`src/rtl/inst_sequencer_if.sv`:
```
// Host-instruction, memory-burst and compute-control signals of inst_sequencer.
// master: the sequencer (takes instructions, drives bursts and compute control).
// slave:  the environment (host, memory ports, arithmetic core).
interface inst_sequencer_if #(
  parameter int INST_WIDTH = 27,
  parameter int ADDR_WIDTH = 12,
  parameter int PORT_NUM   = 4
);
  // instruction intake
  logic [INST_WIDTH-1:0] inst;
  logic                  inst_valid;
  logic                  inst_ready;
  // memory burst
  logic                  mem_valid;
  logic                  mem_ready;
  logic [ADDR_WIDTH-1:0] mem_addr;
  logic                  mem_we;
  logic [PORT_NUM-1:0]   mem_port_en;
  logic                  mem_last;
  // compute core control
  logic                  op_start;
  logic [2:0]            op_code;
  logic [3:0]            op_a;
  logic [3:0]            op_b;
  logic [3:0]            op_c;
  logic                  op_mode;
  logic                  op_done;
  // status
  logic                  busy;
  logic                  err_illegal;

  modport master (
    input  inst, inst_valid, mem_ready, op_done,
    output inst_ready, mem_valid, mem_addr, mem_we, mem_port_en, mem_last,
    output op_start, op_code, op_a, op_b, op_c, op_mode, busy, err_illegal
  );

  modport slave (
    output inst, inst_valid, mem_ready, op_done,
    input  inst_ready, mem_valid, mem_addr, mem_we, mem_port_en, mem_last,
    input  op_start, op_code, op_a, op_b, op_c, op_mode, busy, err_illegal
  );
endinterface

```
`src/rtl/inst_sequencer.sv`:
```
// Purpose: queue packed instructions and run them in order as memory bursts or compute jobs.
// Latency: instruction accepted at edge E0 into an idle, empty sequencer is popped at E1;
//          its first beat / op_start is visible in the cycle after E1.
// Backpressure: inst_ready = !full; a burst beat advances only on mem_valid && mem_ready.
// Ports: clk, rst (async, active-high); bus (inst_sequencer_if.master) carries
//        inst/inst_valid/inst_ready, mem_* burst signals, op_* compute control, busy, err_illegal.
module inst_sequencer #(
  parameter int INST_WIDTH = 27,
  parameter int ADDR_WIDTH = 12,
  parameter int LEN_WIDTH  = 6,
  parameter int PORT_NUM   = 4,
  parameter int FIFO_DEPTH = 4   // power of 2, >= 2
) (
  input  logic             clk,
  input  logic             rst,
  inst_sequencer_if.master bus
);
  localparam int PW     = $clog2(PORT_NUM);
  localparam int PTR_W  = $clog2(FIFO_DEPTH);
  // Bits below the transfer port field are pad in both layouts, so they are never stored.
  localparam int PAD_W  = INST_WIDTH - 3 - ADDR_WIDTH - LEN_WIDTH - PW;
  localparam int USED_W = INST_WIDTH - PAD_W;

  localparam logic [PTR_W:0] PTR_ONE = (PTR_W + 1)'(1);

  typedef enum logic [1:0] {S_IDLE, S_XFER, S_EXEC} state_t;

  // ---------------- instruction queue ----------------
  logic [USED_W-1:0] fifo_mem [FIFO_DEPTH];
  logic [PTR_W:0]    wr_ptr_q, wr_ptr_d, rd_ptr_q, rd_ptr_d;
  logic              fifo_full, fifo_empty, push, pop;
  logic [USED_W-1:0] head;
  logic              inst_pad_unused;

  state_t state_q, state_d;

  assign fifo_empty = (wr_ptr_q == rd_ptr_q);
  // Extra MSB on the pointers distinguishes full from empty when the indices match.
  assign fifo_full  = (wr_ptr_q[PTR_W] != rd_ptr_q[PTR_W]) &&
                      (wr_ptr_q[PTR_W-1:0] == rd_ptr_q[PTR_W-1:0]);
  assign push       = bus.inst_valid && !fifo_full;
  assign pop        = (state_q == S_IDLE) && !fifo_empty;
  assign head       = fifo_mem[rd_ptr_q[PTR_W-1:0]];
  assign inst_pad_unused = ^bus.inst[PAD_W-1:0];

  always_comb begin
    wr_ptr_d = push ? wr_ptr_q + PTR_ONE : wr_ptr_q;
    rd_ptr_d = pop  ? rd_ptr_q + PTR_ONE : rd_ptr_q;
  end

  // Storage needs no reset: the pointers alone define what is valid.
  always_ff @(posedge clk) begin
    if (push) fifo_mem[wr_ptr_q[PTR_W-1:0]] <= bus.inst[INST_WIDTH-1:PAD_W];
  end

  // ---------------- head decode ----------------
  logic [2:0]            hd_opc;
  logic [ADDR_WIDTH-1:0] hd_addr;
  logic [LEN_WIDTH-1:0]  hd_len;
  logic [PW-1:0]         hd_port;
  logic [3:0]            hd_a, hd_b, hd_c;
  logic                  hd_mode, hd_is_xfer, hd_is_comp;

  assign hd_opc     = head[USED_W-1 -: 3];
  assign hd_addr    = head[USED_W-4 -: ADDR_WIDTH];
  assign hd_len     = head[USED_W-4-ADDR_WIDTH -: LEN_WIDTH];
  assign hd_port    = head[PW-1:0];
  assign hd_a       = head[USED_W-4 -: 4];
  assign hd_b       = head[USED_W-8 -: 4];
  assign hd_c       = head[USED_W-12 -: 4];
  assign hd_mode    = head[USED_W-16];
  assign hd_is_xfer = (hd_opc == 3'b000) || (hd_opc == 3'b001);
  assign hd_is_comp = (hd_opc == 3'b100) || (hd_opc == 3'b101) || (hd_opc == 3'b110);

  // ---------------- sequencer state ----------------
  logic [ADDR_WIDTH-1:0] addr_q, addr_d;
  logic [LEN_WIDTH-1:0]  rem_q, rem_d;
  logic [PW-1:0]         port_q, port_d;
  logic                  we_q, we_d;
  logic                  op_start_q, op_start_d;
  logic [2:0]            op_code_q, op_code_d;
  logic [3:0]            op_a_q, op_a_d, op_b_q, op_b_d, op_c_q, op_c_d;
  logic                  op_mode_q, op_mode_d;
  logic                  err_q, err_d;
  logic                  beat_acc;

  assign beat_acc = (state_q == S_XFER) && bus.mem_ready;

  always_comb begin
    state_d    = state_q;
    addr_d     = addr_q;
    rem_d      = rem_q;
    port_d     = port_q;
    we_d       = we_q;
    op_start_d = 1'b0;
    op_code_d  = op_code_q;
    op_a_d     = op_a_q;
    op_b_d     = op_b_q;
    op_c_d     = op_c_q;
    op_mode_d  = op_mode_q;
    err_d      = err_q;
    case (state_q)
      S_IDLE: begin
        if (pop) begin
          if (hd_is_xfer) begin
            // A zero-length transfer retires here without producing any beat.
            if (hd_len != '0) begin
              state_d = S_XFER;
              addr_d  = hd_addr;
              rem_d   = hd_len;
              port_d  = hd_port;
              we_d    = hd_opc[0];
            end
          end else if (hd_is_comp) begin
            state_d    = S_EXEC;
            op_start_d = 1'b1;
            op_code_d  = hd_opc;
            op_a_d     = hd_a;
            op_b_d     = hd_b;
            op_c_d     = hd_c;
            op_mode_d  = hd_mode;
          end else begin
            err_d = 1'b1;
          end
        end
      end
      S_XFER: begin
        if (beat_acc) begin
          addr_d = addr_q + ADDR_WIDTH'(1);   // wraps modulo 2^ADDR_WIDTH
          rem_d  = rem_q - LEN_WIDTH'(1);
          if (rem_q == LEN_WIDTH'(1)) state_d = S_IDLE;
        end
      end
      S_EXEC: begin
        // op_done is honoured from the op_start cycle onward.
        if (bus.op_done) state_d = S_IDLE;
      end
      default: state_d = S_IDLE;
    endcase
  end

  always_ff @(posedge clk or posedge rst) begin
    if (rst) begin
      state_q    <= S_IDLE;
      wr_ptr_q   <= '0;
      rd_ptr_q   <= '0;
      addr_q     <= '0;
      rem_q      <= '0;
      port_q     <= '0;
      we_q       <= 1'b0;
      op_start_q <= 1'b0;
      op_code_q  <= '0;
      op_a_q     <= '0;
      op_b_q     <= '0;
      op_c_q     <= '0;
      op_mode_q  <= 1'b0;
      err_q      <= 1'b0;
    end else begin
      state_q    <= state_d;
      wr_ptr_q   <= wr_ptr_d;
      rd_ptr_q   <= rd_ptr_d;
      addr_q     <= addr_d;
      rem_q      <= rem_d;
      port_q     <= port_d;
      we_q       <= we_d;
      op_start_q <= op_start_d;
      op_code_q  <= op_code_d;
      op_a_q     <= op_a_d;
      op_b_q     <= op_b_d;
      op_c_q     <= op_c_d;
      op_mode_q  <= op_mode_d;
      err_q      <= err_d;
    end
  end

  // ---------------- outputs ----------------
  logic mem_valid_w;
  assign mem_valid_w     = (state_q == S_XFER);
  assign bus.inst_ready  = !fifo_full;
  assign bus.mem_valid   = mem_valid_w;
  assign bus.mem_addr    = addr_q;
  assign bus.mem_we      = we_q;
  assign bus.mem_port_en = mem_valid_w ? (PORT_NUM'(1) << port_q) : '0;
  assign bus.mem_last    = mem_valid_w && (rem_q == LEN_WIDTH'(1));
  assign bus.op_start    = op_start_q;
  assign bus.op_code     = op_code_q;
  assign bus.op_a        = op_a_q;
  assign bus.op_b        = op_b_q;
  assign bus.op_c        = op_c_q;
  assign bus.op_mode     = op_mode_q;
  assign bus.busy        = (state_q != S_IDLE) || !fifo_empty;
  assign bus.err_illegal = err_q;
endmodule

```
`src/flat_wrapper.sv`:
```
// flat-port wrapper written by rule: the top's interface ports become plain ports
module inst_sequencer_flat 
#(
  parameter int INST_WIDTH = 27,
  parameter int ADDR_WIDTH = 12,
  parameter int LEN_WIDTH  = 6,
  parameter int PORT_NUM   = 4,
  parameter int FIFO_DEPTH = 4                      
)
  (clk, rst, bus_inst, bus_inst_valid, bus_mem_ready, bus_op_done, bus_inst_ready, bus_mem_valid, bus_mem_addr, bus_mem_we, bus_mem_port_en, bus_mem_last, bus_op_start, bus_op_code, bus_op_a, bus_op_b, bus_op_c, bus_op_mode, bus_busy, bus_err_illegal);
  inst_sequencer_if #(.INST_WIDTH(INST_WIDTH), .ADDR_WIDTH(ADDR_WIDTH), .PORT_NUM(PORT_NUM)) bus_i ();
  input  logic clk;
  input  logic rst;
  input wire logic [$bits(bus_i.inst)-1:0] bus_inst;
  input wire logic [$bits(bus_i.inst_valid)-1:0] bus_inst_valid;
  input wire logic [$bits(bus_i.mem_ready)-1:0] bus_mem_ready;
  input wire logic [$bits(bus_i.op_done)-1:0] bus_op_done;
  output wire logic [$bits(bus_i.inst_ready)-1:0] bus_inst_ready;
  output wire logic [$bits(bus_i.mem_valid)-1:0] bus_mem_valid;
  output wire logic [$bits(bus_i.mem_addr)-1:0] bus_mem_addr;
  output wire logic [$bits(bus_i.mem_we)-1:0] bus_mem_we;
  output wire logic [$bits(bus_i.mem_port_en)-1:0] bus_mem_port_en;
  output wire logic [$bits(bus_i.mem_last)-1:0] bus_mem_last;
  output wire logic [$bits(bus_i.op_start)-1:0] bus_op_start;
  output wire logic [$bits(bus_i.op_code)-1:0] bus_op_code;
  output wire logic [$bits(bus_i.op_a)-1:0] bus_op_a;
  output wire logic [$bits(bus_i.op_b)-1:0] bus_op_b;
  output wire logic [$bits(bus_i.op_c)-1:0] bus_op_c;
  output wire logic [$bits(bus_i.op_mode)-1:0] bus_op_mode;
  output wire logic [$bits(bus_i.busy)-1:0] bus_busy;
  output wire logic [$bits(bus_i.err_illegal)-1:0] bus_err_illegal;
  assign bus_i.inst = bus_inst;
  assign bus_i.inst_valid = bus_inst_valid;
  assign bus_i.mem_ready = bus_mem_ready;
  assign bus_i.op_done = bus_op_done;
  assign bus_inst_ready = bus_i.inst_ready;
  assign bus_mem_valid = bus_i.mem_valid;
  assign bus_mem_addr = bus_i.mem_addr;
  assign bus_mem_we = bus_i.mem_we;
  assign bus_mem_port_en = bus_i.mem_port_en;
  assign bus_mem_last = bus_i.mem_last;
  assign bus_op_start = bus_i.op_start;
  assign bus_op_code = bus_i.op_code;
  assign bus_op_a = bus_i.op_a;
  assign bus_op_b = bus_i.op_b;
  assign bus_op_c = bus_i.op_c;
  assign bus_op_mode = bus_i.op_mode;
  assign bus_busy = bus_i.busy;
  assign bus_err_illegal = bus_i.err_illegal;
  inst_sequencer #(.INST_WIDTH(INST_WIDTH), .ADDR_WIDTH(ADDR_WIDTH), .LEN_WIDTH(LEN_WIDTH), .PORT_NUM(PORT_NUM), .FIFO_DEPTH(FIFO_DEPTH)) u_core (.clk(clk), .rst(rst), .bus(bus_i));
endmodule
```
`config.mk`:
```
export PLATFORM = sky130hd
export DESIGN_NAME = inst_sequencer_flat
export DESIGN_NICKNAME = d
export VERILOG_FILES = /design/src/rtl/inst_sequencer_if.sv /design/src/rtl/inst_sequencer.sv /design/src/flat_wrapper.sv
export SDC_FILE = /design/constraint.sdc
export NUM_CORES = 1
export LEC_CHECK = 0
export CAP_MARGIN = 15
export CORE_MARGIN = 5
export CORE_UTILIZATION = 35
export CTS_CLUSTER_DIAMETER = 50
export CTS_CLUSTER_SIZE = 14
export DETAILED_ROUTE_END_ITERATION = 8
export PLACE_DENSITY = 0.58
export SLEW_MARGIN = 0
export SYNTH_ARGS = -nofsm -noshare
export SYNTH_HDL_FRONTEND = slang
export SYNTH_SLANG_ARGS = --single-unit
```
`constraint.sdc`:
```
create_clock -name clk -period 2.5 [get_ports clk]
set_clock_uncertainty 0.05 [all_clocks]
set_input_delay 0.5 -clock clk [delete_from_list [all_inputs] [get_ports clk]]
set_output_delay 0.5 -clock clk [all_outputs]
set_load 0.01 [all_outputs]
```
==> impl_metrics.yaml, run 1 <==
floorplan:
  row_count: 47
  start_util: 0.3524
  die_area_sq_mm: 0.01912
  io_pins: 71
  fp.coreArea_sq_mm: 0.01635
  die_y_microns: 138.3
  die_x_microns: 138.3
power_and_ir_drop:
  peakVddDrop_mv: 0.6123
  power.leakage_nw: 2.845
  power_density_mw_per_mm2: 1353
  p_total_w: 0.01030
cts:
  cts_tree: "yes"
  cts_buffer_depth: 2
  clock-sinks: 139
  cts_htree_levels: 4
  clk_latency_ns: 0.41
  cts-root-buf: "clkbuf_16"
  clk_pin_slew_ns: 0.06
  hold_buffers: 0
  cts_buffers: 17
yosys:
  synth-compound-area-share: 0.06603
  synth-seq-cells: 139
  async_flop_share: 0.3381
  netlist_instances: 350
  synth_top_family_by_area: "multiplexers"
  ys_seq_area_frac: 0.6838
  yosys.area.top_type: "edfxtp_1"
  yosys-mux-area-fraction: 0.1268
  synth_edf_count: 92
  synthXorXnorAreaFrac: 0.01064
  yosys.area_share.simple: 0.07472
  synth_top_area_frac: 0.4796
  ys_warn_count: 0
  syn_avg_cell_area_sq_um: 16.46
  syn_nets: 390
  yosys.area_share.adder: 0.01738
  ys_types: 57
  netlist_area_sq_mm: 0.005761
  synth_area_leaders: "edfxtp_1, dfrtp_1, mux4_2, mux2_1, ha_1"
  synth_ff_type: "edfxtp_1"
grt:
  grt_antenna_before_repair: 0
  grt_pass1_wl_microns: 20560
  grt_max_degree: 48
  overflow: 0
  grt_pass1_vias: 3712
  grt.total_usage: 0.1381
worst_setup_path:
  r2r-end: "u_core.bus.mem_addr[9]$_DFFE_PP0P_"
  r2r_cells: 6
  path_class: "reg2reg"
  ff2ff_setup_slack_ns: 0.004
  crit_slowest_cell: "or4_4"
  cp.required_ns: 2.74
  slowest_delay_ns: 0.56
  arrival_ns: 2.74
  crit_chain: "buf_12 -> mux4_2 -> or4_4 -> o211a_4 -> buf_6 -> o32a_1"
  endpoint_kind: "flip-flop"
  cp-start-kind: "flip-flop"
  critPathMaxFanout: 6
  r2r-start: "u_core.rd_ptr_q[0]$_DFFE_PP0N_"
sta:
  hold_viol: 0
  worst_slew_margin_rel: 0.7286
  drv_slew: 0
  whs_ns: 0.4044
  setup_viol: 0
  final.period_utilization: 0.9986
  max_freq_ghz: 0.4006
  grt_setup_unrepaired: "true"
  setup_slack_ns: 0.003617
  tightest_slew_ns: 0.4042
  period_needed_ns: 2.496
routing:
  vias: 3514
  drt-total-wl_microns: 12990
  drt.antenna.violating_nets: 0
  avgRoutedWirePerCell_microns: 18.50
  drt_iter0_drc: 210
  drc: 0
  vias_per_cell: 5.006
  drtPass1Iterations: 4
flow_run:
  cap_violations: 0
final_layout:
  layout_common_cells: "edfxtp_1, clkdlybuf4s50_1, dfrtp_1"
  diodes: 0
  final_common_cell: "edfxtp_1"
  drive_above_1_share: 0.2552
  n_fill_cell: 1486
  nNetsFinal: 509
  areaGrowthSynthToFinish_pct: 32.19
place:
  place_hpwl_microns: 8785
  portBuffers: 66
  globalplace.congestion: 0.8612
  pre_cts_slack_ns: -0.08896
outcome:
  outcome: "complete, no violations"
worst_hold_path:
  hp-class: "in2async"
==> where the power goes <==
part | internal [W] | total, W | switching, W
registers | 0.00322 | 0.00366 | 0.000439
logic | 0.00232 | 0.00442 | 0.00210
clock network | 0.00134 | 0.00221 | 0.000876
==> per-layer routing <==
metal  track usage  wire (microns)
met2        0.2318            6536
met5             0               0
met1        0.1704            5617
met3       0.03246             496
met4       0.06188             340
==> cell families (layout without fill, tap and decap cells) <==
group / count (synthesis) / count (layout)
DFF: 139 / 139
and+or+nand+nor: 81 / 81
AOI/OAI and AO/OA: 51 / 51
muxes: 42 / 42
buffers and inverters: 22 / 154
adders and majority gates: 8 / 8
xor gates and xnor gates: 7 / 7
==> worst max-delay path: cells and delay by family, from the launching register on <==
family | cells | cell delay, ns
AO/OA/AOI/OAI | 2 | 0.60
AND/OR/NAND/NOR | 1 | 0.56
multiplexers | 1 | 0.52
buffers and inverters | 2 | 0.26
flip-flops | 1 | 0.39
==> final cells by class <==
cell class	count	area (sq um)	share of cell area
clock inverter	12	81.33	0.01068
timing repair buffer	115	1076	0.1413
sequential	139	3940	0.5174
tap	220	275.3	0.03615
inverter	7	26.28	0.003451
clock buffer	20	436.7	0.05734
multi-input combinational	189	1779	0.2337
==> flip-flops by register name, summed over array words and instances (netlist names), 2 cells and up <==
name                 cells
u_core.fifo_mem         92
u_core.bus.op_c          4
u_core.bus.op_b          4
u_core.rd_ptr_q          3
u_core.bus.op_code       3
u_core.state_q           2
u_core.wr_ptr_q          3
u_core.bus.op_a          4
u_core.bus.mem_addr     12
u_core.rem_q             6
u_core.port_q            2
==> what timing repair did <==
item,CTS,global route
resized for setup,13,14
pin swaps,0,3
setup endpoints to repair,13,21
cloned,0,2
buffers inserted,2,5
==> cells in the mapped netlist (2+ instances only) <==
| cell type | count |
|---|---|
| a21oi_1 | 11 |
| a2bb2oi_2 | 3 |
| a31o_1 | 2 |
| a31oi_1 | 5 |
| a41oi_1 | 3 |
| and2_1 | 3 |
| and3_1 | 10 |
| and4_1 | 2 |
| and4b_1 | 2 |
| buf_2 | 2 |
| buf_4 | 3 |
| buf_6 | 3 |
| clkbuf_1 | 6 |
| dfrtp_1 | 47 |
| edfxtp_1 | 92 |
| ha_1 | 8 |
| inv_1 | 5 |
| inv_2 | 2 |
| mux2_1 | 12 |
| mux2_2 | 6 |
| mux4_2 | 23 |
| nand2_1 | 19 |
| nand2b_1 | 5 |
| nand3_1 | 4 |
| nand4_1 | 3 |
| nor2_1 | 16 |
| nor3_1 | 7 |
| o211ai_1 | 3 |
| o21ai_0 | 2 |
| o21ai_1 | 5 |
| o22ai_1 | 3 |
| o31ai_1 | 2 |
| or3_1 | 2 |
| xnor2_1 | 6 |
==> per-stage QoR <==
stage	utilization	instances	setup TNS [ns]	instance area [sq um]
finish	0.4658	702	0	7615
global route	0.4658	702	-0.5499	7615
CTS	0.4594	695	0	7511
detailed placement	0.4238	661	-0.3203	6929
global placement	0.4238	661	-0.2912	6929
floorplan	-	350	0	5761
==> worst max path at each step <==
stage | from | endpoint | slack (ns)
after floorplan | u_core.rd_ptr_q[1]$_DFFE_PP0N_ | u_core.bus.mem_addr[2]$_DFFE_PP0P_ | 0.05
after global placement | u_core.rd_ptr_q[0]$_DFFE_PP0N_ | u_core.port_q[1]$_DFFE_PP0P_ | -0.08
after detailed placement | u_core.rd_ptr_q[0]$_DFFE_PP0N_ | u_core.port_q[0]$_DFFE_PP0P_ | -0.09
after CTS | u_core.rd_ptr_q[0]$_DFFE_PP0N_ | u_core.bus.mem_addr[9]$_DFFE_PP0P_ | 0.001
after global routing | u_core.rd_ptr_q[0]$_DFFE_PP0N_ | u_core.bus.mem_addr[3]$_DFFE_PP0P_ | -0.06
final | u_core.rd_ptr_q[0]$_DFFE_PP0N_ | u_core.bus.mem_addr[9]$_DFFE_PP0P_ | 0.004
Power figures use the tool's default switching activity.
==> inputs of run 2 (changes only) <==
CORE_ASPECT_RATIO = 0.8   (was unset)
==> run 2 against run 1 <==
  * The run now ends with negative setup slack left
  * Via count increased by 1.7%
  * Clock power rose by 34%
  * Routed wire length up 1.1%
  * Critical endpoint is now u_core.rem_q[0]$_DFFE_PP0P_
  * Largest power group unchanged
==> impl_metrics.yaml, run 2 (synthesized netlist as in run 1, its figures left out) <==
outcome:
  outcome: "finished with violations"
  violations: "negative setup slack"
sta:
  drv_slew: 0
  hold_viol: 0
  setup_viol: 10
  grt_setup_unrepaired: "true"
  worst_slew_margin_rel: 0.6942
  final.period_utilization: 1.025
  period_needed_ns: 2.562
  max_freq_ghz: 0.3903
  tightest_slew_ns: 0.4587
  setup_slack_ns: -0.06234
power_and_ir_drop:
  p_switching_w: 0.003465
  peakVddDrop_mv: 0.5879
  clkPwrFrac: 0.268
  pwr-share-seq: 0.329
  internal_power_w: 0.007643
  switching_share: 0.3119
  power.leakage_nw: 2.938
  power_frac_comb: 0.403
  p_total_w: 0.01111
  power_density_mw_per_mm2: 1415
worst_setup_path:
  worstSetupStartpoint: "u_core.rd_ptr_q[0]$_DFFE_PP0N_"
  r2r-start: "u_core.rd_ptr_q[0]$_DFFE_PP0N_"
  cp.required_ns: 2.77
  path_class: "reg2reg"
  critPathMaxFanout: 8
  cp-start-kind: "flip-flop"
  endpoint_kind: "flip-flop"
  arrival_ns: 2.83
routing:
  drt-total-wl_microns: 13140
  drt.antenna.violating_nets: 0
  drc: 0
  drtPass1Iterations: 4
  vias: 3574
  vias_per_cell: 5.077
  avgRoutedWirePerCell_microns: 18.66
  drt_iter0_drc: 227
cts:
  cts_buffer_depth: 2
  cts_htree_levels: 4
  cts_buffers: 17
  clk_latency_ns: 0.41
  cts-root-buf: "clkbuf_16"
  clock-sinks: 139
  cts_tree: "yes"
  hold_buffers: 0
  clk_pin_slew_ns: 0.06
floorplan:
  start_util: 0.3525
  die_area_sq_mm: 0.01914
  die_y_microns: 124.7
  die_x_microns: 153.4
  row_count: 42
  io_pins: 71
  fp.coreArea_sq_mm: 0.01634
final_layout:
  fin_util: 0.4805
  drive_above_1_share: 0.2831
  layout_common_cells: "edfxtp_1, clkdlybuf4s50_1, dfrtp_1"
  final_area_sq_mm: 0.007853
  diodes: 0
  areaGrowthSynthToFinish_pct: 36.32
  nNetsFinal: 511
  final_common_cell: "edfxtp_1"
  largest_register_ffs: 92
  stdcell_count: 704
grt:
  grt_antenna_before_repair: 0
  grt_pass1_wl_microns: 20730
  overflow: 0
  grt_pass1_vias: 3719
  grt_max_degree: 48
  grt.total_usage: 0.1407
place:
  placed_cells_incl_taps: 665
  globalplace.congestion: 0.8536
  portBuffers: 66
  dpl_cell_area_sq_mm: 0.006972
  place_hpwl_microns: 8982
worst_hold_path:
  hp-class: "in2async"
flow_run:
  cap_violations: 0
## run 2: cell count changes in the layout (fill, tap and decap cells not counted), sizes merged
cell,previous run,this run
clkinv,10,2
bufinv,1,7
dlygate4sd2,1,5
buf,49,51
clkdlybuf4s50,62,60
clkbuf,20,21
clkdlybuf4s15,1,0
clkinvlp,1,2
dlymetal6s2s,2,1
## run 2: worst max-delay path: stages, from the launching register on
cell,delay [ns]
dfrtp_1,0.42
buf_12,0.14
mux4_2,0.51
or4_4,0.56
o211ai_1,0.30
buf_4,0.18
buf_6,0.13
o211ai_1,0.10
o31ai_1,0.08
## run 2: power by group through the flow
| stage | registers, W | logic, W | clock network [W] |
|---|---|---|---|
| 6_report | 0.00366 | 0.00448 | 0.00297 |
| 5_1_grt | 0.00374 | 0.00486 | 0.00313 |
| 4_1_cts | 0.00366 | 0.00435 | 0.00302 |
| 3_5_place_dp | 0.00368 | 0.00420 | 0 |
| 3_3_place_gp | 0.00364 | 0.00414 | 0 |
| 2_1_floorplan | 0.00367 | 0.00233 | 0 |
## run 2: area by class of cell
| type | count | area, sq um |
|---|---|---|
| fill | 1394 | 8491 |
| multi-input combinational | 189 | 1792 |
| timing repair buffer | 117 | 1111 |
| tap | 220 | 275.3 |
| clock inverter | 11 | 237.7 |
| sequential | 139 | 3940 |
| inverter | 7 | 26.28 |
| clock buffer | 21 | 470.5 |
## run 2: metal layers
layer	up-vias	wire length [microns]	global-route usage
met5	-	0	0
met4	0	149	0.04777
met3	16	821	0.04411
met2	98	6052	0.2136
met1	1837	6112	0.1925
li1	1623	-	-
## run 2: path summary, 6_finish.rpt
check                                               endpoint  slack (ns)  depth (start not counted)
max                              u_core.rem_q[0]$_DFFE_PP0P_       -0.06                          8
max reg2reg                      u_core.rem_q[0]$_DFFE_PP0P_       -0.06                          8
min                        u_core.bus.op_code[0]$_DFFE_PP0P_        0.40                          3
min in group clk           u_core.bus.op_code[2]$_DFFE_PP0P_        0.42                          1
max in group asynchronous     u_core.rd_ptr_q[1]$_DFFE_PP0N_        1.73                          3
min reg2reg                u_core.bus.op_code[2]$_DFFE_PP0P_        0.42                          1
## run 2: timing repair
item,CTS,global route
cloned,0,1
setup endpoints to repair,24,22
pin swaps,3,5
gates resized for setup,21,15
setup buffers,3,3
## run 2: through the flow
stage	TNS [ns]	hold slack [ns]	setup slack, ns
final	-0.3361	0.4000	-0.06234
after global routing	-2.079	0.4318	-0.1675
after CTS	-0.1524	0.4068	-0.04659
after detailed placement	-1.849	0.4096	-0.1593
after global placement	-1.465	0.3991	-0.1331
after floorplan	0	0.4119	0.04708
